==> config.mk <==
export PLATFORM = sky130hd
export DESIGN_NAME = vx_perf_mem_collector
export DESIGN_NICKNAME = d
export VERILOG_FILES = /design/src/rtl/vx_perf_pkg.sv /design/src/rtl/vx_perf_pop_acc.sv /design/src/rtl/vx_perf_mem_collector.sv
export SDC_FILE = /design/constraint.sdc
export NUM_CORES = 1
export LEC_CHECK = 0
export BUFFER_PORTS_ARGS = -buffer_cell sky130_fd_sc_hd__buf_2
export CAP_MARGIN = 20
export CORE_ASPECT_RATIO = 1.75
export CORE_MARGIN = 8
export CORE_UTILIZATION = 55
export CTS_CLUSTER_DIAMETER = 50
export DETAILED_ROUTE_END_ITERATION = 6
export PLACE_DENSITY = 0.79
export SLEW_MARGIN = 20
export SYNTH_ARGS = -nofsm -noshare
export SYNTH_HDL_FRONTEND = slang
export SYNTH_SLANG_ARGS = --single-unit
export TNS_END_PERCENT = 10
==> constraint.sdc <==
create_clock -name clk -period 13.72 [get_ports clk]
set_clock_uncertainty 0.2 [all_clocks]
set_input_delay 0.686 -clock clk [delete_from_list [all_inputs] [get_ports clk]]
set_output_delay 0.686 -clock clk [all_outputs]
set_load 0.1 [all_outputs]
==> src/rtl/vx_perf_pkg.sv <==
// Shared definitions for the performance-counter collectors.
// Provides the counter width (overridable via the PERF_CTR_BITS macro),
// the counter type and the width of the outstanding-read tracker.

`ifndef PERF_CTR_BITS
`define PERF_CTR_BITS 44
`endif

package vx_perf_pkg;

    localparam int unsigned PERF_CTR_BITS     = `PERF_CTR_BITS;
    localparam int unsigned PERF_PENDING_BITS = 16;

    typedef logic [`PERF_CTR_BITS-1:0] perf_ctr_t;

endpackage

==> src/rtl/vx_perf_pop_acc.sv <==
// Popcount accumulator: every cycle adds the number of set bits of an
// N-bit event vector to a W-bit wrapping counter.
// Ports:
//   clk_i    clock
//   rst_i    asynchronous active-high reset, clears the counter
//   clear_i  synchronous clear; wins over the same-cycle increment
//   ev_i     N event bits, each one counts as +1 this cycle
//   acc_o    registered W-bit accumulator value

module vx_perf_pop_acc #(
    parameter int unsigned N = 1,
    parameter int unsigned W = 44
) (
    input  logic         clk_i,
    input  logic         rst_i,
    input  logic         clear_i,
    input  logic [N-1:0] ev_i,
    output logic [W-1:0] acc_o
);

    localparam int unsigned CW = $clog2(N + 1);

    logic [CW-1:0] cnt;
    logic [W-1:0]  acc_d, acc_q;

    always_comb begin
        cnt = '0;
        for (int unsigned i = 0; i < N; i++) begin
            cnt = cnt + CW'(ev_i[i]);
        end
    end

    always_comb begin
        acc_d = acc_q + W'(cnt);
        if (clear_i) begin
            acc_d = '0;
        end
    end

    always_ff @(posedge clk_i or posedge rst_i) begin
        if (rst_i) begin
            acc_q <= '0;
        end else begin
            acc_q <= acc_d;
        end
    end

    assign acc_o = acc_q;

endmodule

==> src/rtl/vx_perf_mem_collector.sv <==
// Memory-side performance counter collector.
// Watches NUM_PORTS valid/ready memory ports and accumulates read, write and
// duplicate-request counts, plus a latency sum (outstanding reads summed per
// cycle; average latency = mem_latency / mem_reads).
// Ports:
//   clk, reset        clock, asynchronous active-high reset
//   perf_clear        synchronous clear of the four counters (not the tracker)
//   mem_req_valid/ready/rw   request handshake per port, rw=1 is a write
//   mem_rsp_valid/ready      read response handshake per port
//   dup_req           per-port pulse for a duplicate request merged upstream
//   mem_reads, mem_writes, mem_latency, dup_reqs   registered counters
//   pending_reads     current outstanding-read count (debug)

module vx_perf_mem_collector
    import vx_perf_pkg::*;
#(
    parameter int unsigned NUM_PORTS    = 1,
    parameter int unsigned CTR_BITS     = PERF_CTR_BITS,
    parameter int unsigned PENDING_BITS = PERF_PENDING_BITS
) (
    input  logic                    clk,
    input  logic                    reset,
    input  logic                    perf_clear,
    input  logic [NUM_PORTS-1:0]    mem_req_valid,
    input  logic [NUM_PORTS-1:0]    mem_req_ready,
    input  logic [NUM_PORTS-1:0]    mem_req_rw,
    input  logic [NUM_PORTS-1:0]    mem_rsp_valid,
    input  logic [NUM_PORTS-1:0]    mem_rsp_ready,
    input  logic [NUM_PORTS-1:0]    dup_req,
    output logic [CTR_BITS-1:0]     mem_reads,
    output logic [CTR_BITS-1:0]     mem_writes,
    output logic [CTR_BITS-1:0]     mem_latency,
    output logic [CTR_BITS-1:0]     dup_reqs,
    output logic [PENDING_BITS-1:0] pending_reads
);

    localparam int unsigned CW = $clog2(NUM_PORTS + 1);
    // Two guard bits: one for the carry of the add, one so the
    // compare against the response count never wraps.
    localparam int unsigned SW = PENDING_BITS + 2;
    localparam logic [SW-1:0] PEND_MAX = {2'b00, {PENDING_BITS{1'b1}}};

    logic [NUM_PORTS-1:0]    req_fire, rd_fire, wr_fire, rsp_fire;
    logic [CW-1:0]           rd_cnt, rsp_cnt;
    logic [SW-1:0]           pend_sum, pend_diff;
    logic                    underflow, overflow;
    logic [PENDING_BITS-1:0] pending_d, pending_q;
    logic [CTR_BITS-1:0]     lat_d, lat_q;

    assign req_fire = mem_req_valid & mem_req_ready;
    assign rd_fire  = req_fire & ~mem_req_rw;
    assign wr_fire  = req_fire & mem_req_rw;
    assign rsp_fire = mem_rsp_valid & mem_rsp_ready;

    vx_perf_pop_acc #(.N(NUM_PORTS), .W(CTR_BITS)) u_reads (
        .clk_i   (clk),
        .rst_i   (reset),
        .clear_i (perf_clear),
        .ev_i    (rd_fire),
        .acc_o   (mem_reads)
    );

    vx_perf_pop_acc #(.N(NUM_PORTS), .W(CTR_BITS)) u_writes (
        .clk_i   (clk),
        .rst_i   (reset),
        .clear_i (perf_clear),
        .ev_i    (wr_fire),
        .acc_o   (mem_writes)
    );

    vx_perf_pop_acc #(.N(NUM_PORTS), .W(CTR_BITS)) u_dups (
        .clk_i   (clk),
        .rst_i   (reset),
        .clear_i (perf_clear),
        .ev_i    (dup_req),
        .acc_o   (dup_reqs)
    );

    always_comb begin
        rd_cnt  = '0;
        rsp_cnt = '0;
        for (int unsigned i = 0; i < NUM_PORTS; i++) begin
            rd_cnt  = rd_cnt + CW'(rd_fire[i]);
            rsp_cnt = rsp_cnt + CW'(rsp_fire[i]);
        end
    end

    // Reads are added before responses are removed, so a response that
    // fires together with its own request never looks like an underflow.
    always_comb begin
        pend_sum  = SW'(pending_q) + SW'(rd_cnt);
        pend_diff = pend_sum - SW'(rsp_cnt);
        underflow = (pend_sum < SW'(rsp_cnt));
        overflow  = !underflow && (pend_diff > PEND_MAX);
        pending_d = pend_diff[PENDING_BITS-1:0];
        if (underflow) begin
            pending_d = '0;
        end else if (overflow) begin
            pending_d = '1;
        end
    end

    // Latency uses the tracker value from before this cycle's update.
    always_comb begin
        lat_d = lat_q + CTR_BITS'(pending_q);
        if (perf_clear) begin
            lat_d = '0;
        end
    end

    always_ff @(posedge clk or posedge reset) begin
        if (reset) begin
            pending_q <= '0;
            lat_q     <= '0;
        end else begin
            pending_q <= pending_d;
            lat_q     <= lat_d;
        end
    end

    assign mem_latency   = lat_q;
    assign pending_reads = pending_q;

`ifndef SYNTHESIS
    always_ff @(posedge clk) begin
        if (!reset) begin
            assert (!underflow)
                else $warning("vx_perf_mem_collector: read response with no outstanding read");
            assert (!overflow)
                else $warning("vx_perf_mem_collector: outstanding-read tracker saturated");
        end
    end
`endif

endmodule
==> flow_metrics.env <==
export IMPL_crit_start="mem_req_valid"
export IMPL_clk_pin_slew_ns=0.07
export IMPL_numCtsBuffers=17
export IMPL_ctsResizeCount=0
export IMPL_antenna_cells=0
export IMPL_placed_cells=1530
export IMPL_cp_data_required_time_ns=13.81
export IMPL_finalCritPeriodShare_pct=28.0
export IMPL_p_int_mw=1.01
export IMPL_clkLatencyLatePin_ns=0.43
export IMPL_io_buffers=200
export IMPL_drt_wl_total_um=27100
export IMPL_fmax_mhz=260
export IMPL_fillers=1616
export IMPL_period_needed_ns=3.84
export IMPL_p_comb_share_pct=36.1
export IMPL_final_cell_mix="buf_2 (199), dfrtp_1 (192), nor2_1 (177), xor2_1 (82), nand2_1 (73)"
export IMPL_worstReg2RegStart="pending_reads[0]"
export IMPL_syn2layout_area_growth_pct=16.3
export IMPL_placed_area_um2=11700
export IMPL_final_cells=1562
export IMPL_clockBufferDepth=2
export IMPL_relSlewSlack_pct=35.9
export IMPL_hold_ws_ns=0.167
export IMPL_synthCells=1129
export IMPL_final_hold_viol_count=0
export IMPL_worstSetupStartpointType="primary input"
export IMPL_grt_pass1_wl_um=44800
export IMPL_synth_edff_count=0
export IMPL_via_count=8928
export IMPL_max_cap_viol_count=0
export IMPL_drtAntennaViolNets=0
export IMPL_fp_dieArea_um2=24000
export IMPL_clockRootBuffer="clkbuf_16"
export IMPL_hpwl_um=19900
export IMPL_die_x_um=121
export IMPL_critPathArrivalTime_ns=3.94
export IMPL_grt_overflow=0
export IMPL_outcome="finished, final reports clean"
export IMPL_cts_sinks=192
export IMPL_worst_hold_path_type="primary input to asynchronous set/reset pin"
export IMPL_ys_types=62
export IMPL_drv_slew=0
export IMPL_gp_congestion=0.914
export IMPL_sequentialPowerShare_pct=37.9
export IMPL_wire_per_inst_um=17.4
export IMPL_drtIter0Drc=637
export IMPL_r2r_end="pending_reads[2]"
export IMPL_fin_area_um2=12200
export IMPL_final_core_util_pct=64.6
export IMPL_ioPinCount=201
export IMPL_ir_drop_mv=0.214
export IMPL_start_util_pct=55.5
export IMPL_wl_met1_um=10100
export IMPL_post_route_drc_count=0
export IMPL_wl_met2_um=14600
export IMPL_syn_num_nets=1165
export IMPL_power_mw=1.80
export IMPL_yosys_warnings=0
export IMPL_grt_pass1_vias=9158
export IMPL_dr_wl_met3_um=1350
export IMPL_top_layer_used="met4"
export IMPL_fin_ws_ns=9.88
export IMPL_worst_pin_slew_ns=0.962
export IMPL_fin_tns_setup_ns=0
export IMPL_grt_max_degree=110
export IMPL_htreeDepth=4
export IMPL_drive_above_1_share_pct=20.5
export IMPL_crit_type="primary input to flop"
export IMPL_first_pass_iters=4
export IMPL_rows=67
export IMPL_pre_cts_ws_ns=9.49
export IMPL_core_area_um2=18900
export IMPL_final_common_cell="buf_2"
export IMPL_via_per_inst=5.72
export IMPL_cts_tree="done"
export IMPL_p_sw_share_pct=44.0
export IMPL_die_h_um=199
export IMPL_cts_setup_buffers=0
export IMPL_synth_seq_cells=192
export IMPL_cpPeakStageDelay_ns=0.56
export IMPL_nets=1344
export IMPL_syn_area_per_cell_um2=9.32
export IMPL_pwr_share_clk_pct=25.9
export IMPL_antenna_found_initial=0
export IMPL_setup_viol=0
export IMPL_ff2ff_setup_slack_ns=10.06
export IMPL_ys_seq_area_share_pct=45.7
export IMPL_worst_setup_path_end_kind="flop"
export IMPL_worstPathCellList="buf_2 > nand2_1 > nor2_1 > ha_1 > ha_1 > nand3_1 > nor4_1 > a211oi_2 > a211oi_2 > nand2_1 > nor2_1 > o21ai_0"
export IMPL_synthArstFlopShare_pct=100
export IMPL_r2r_cells=9
export IMPL_grt_setup_unrepaired="false"
export IMPL_p_leak_nw=5.81
export IMPL_synthFlopType="dfrtp_1"
export IMPL_p_switching_mw=0.790
export IMPL_power_density_nw_per_um2=147
export IMPL_cp_max_fo=11
export IMPL_slowest_stage="nor2_1"
export IMPL_netlist_area_um2=10500
export IMPL_grt_total_usage_pct=23.0
export IMPL_postCtsHoldBufs=0
-- synth_stat cells (all sizes together) (9+ instances only) --
| cell type | instances | area [um2] |
|---|---|---|
| a21oi | 53 | 265 |
| and3 | 26 | 168 |
| a211oi | 18 | 155 |
| nor4 | 9 | 98.8 |
| nand3 | 69 | 350 |
| dfrtp | 192 | 4800 |
| xor2 | 82 | 718 |
| nand2 | 73 | 274 |
| mux2 | 13 | 146 |
| nand4 | 38 | 244 |
| xnor2 | 63 | 552 |
| ha | 26 | 325 |
| or3 | 32 | 204 |
| nor2 | 178 | 671 |
| inv | 32 | 120 |
| nor3 | 15 | 75.1 |
| clkbuf | 31 | 116 |
| and4 | 21 | 186 |
| nor2b | 26 | 163 |
| buf | 12 | 56.3 |
| o21ai | 47 | 239 |
-- cell families (layout without fill, tap and decap cells) --
logic type / after synthesis / count (layout) / share of synthesized area [%]
AND/OR/NAND/NOR: 513 / 513 / 25.1
flip-flops: 192 / 192 / 45.7
AO/OA/AOI/OAI: 161 / 161 / 9.47
XOR/XNOR: 145 / 145 / 12.1
buffers and inverters: 75 / 267 / 2.78
adder cells (fa/ha/maj): 27 / 27 / 3.28
multiplexers: 16 / 16 / 1.68
-- critical path: cells and delay by family --
kind            cells  cell delay, ns
simple gates        6            1.77
compound gates      3            0.74
buf+inv             1            0.09
fa+ha+maj           2            0.63
-- sequential cells by signal, summed over array words and instances (netlist names) --
name            count
u_writes.acc_o     44
pending_reads      16
u_reads.acc_o      44
u_dups.acc_o       44
mem_latency        44
-- cell type report --
| cell class | count | area (um2) | share of cell area (%) |
|---|---|---|---|
| repair buffers | 203 | 1030 | 8.44 |
| multi-input cells | 862 | 5420 | 44.3 |
| clock inverters | 14 | 110 | 0.900 |
| inverters | 32 | 128 | 1.04 |
| flip-flops and latches | 192 | 4800 | 39.3 |
| well taps | 241 | 302 | 2.46 |
| clock buffers | 18 | 439 | 3.59 |
-- worst max path at each step --
stage / end / depth (start not counted)
after CTS: pending_reads[2] / 12
after global placement: pending_reads[2] / 12
after floorplan: mem_latency[0] / 1
final: pending_reads[2] / 12
after global routing: pending_reads[2] / 12
after detailed placement: pending_reads[2] / 12
-- layer usage --
layer	vias to the layer above	track usage [%]
li1	4291	-
met1	4342	24.3
met2	234	42.2
met3	61	4.97
met4	0	11.2
met5	-	0
-- power by group through the flow --
stage | clock, mW | combinational (mW) | sequential (mW)
finish | 0.466 | 0.648 | 0.681
detailed placement | 0 | 0.647 | 0.690
floorplan | 0 | 0.289 | 0.922
global route | 0.499 | 0.691 | 0.689
CTS | 0.478 | 0.650 | 0.680
global placement | 0 | 0.642 | 0.689
No activity file was read; power rests on OpenSTA's default activity.
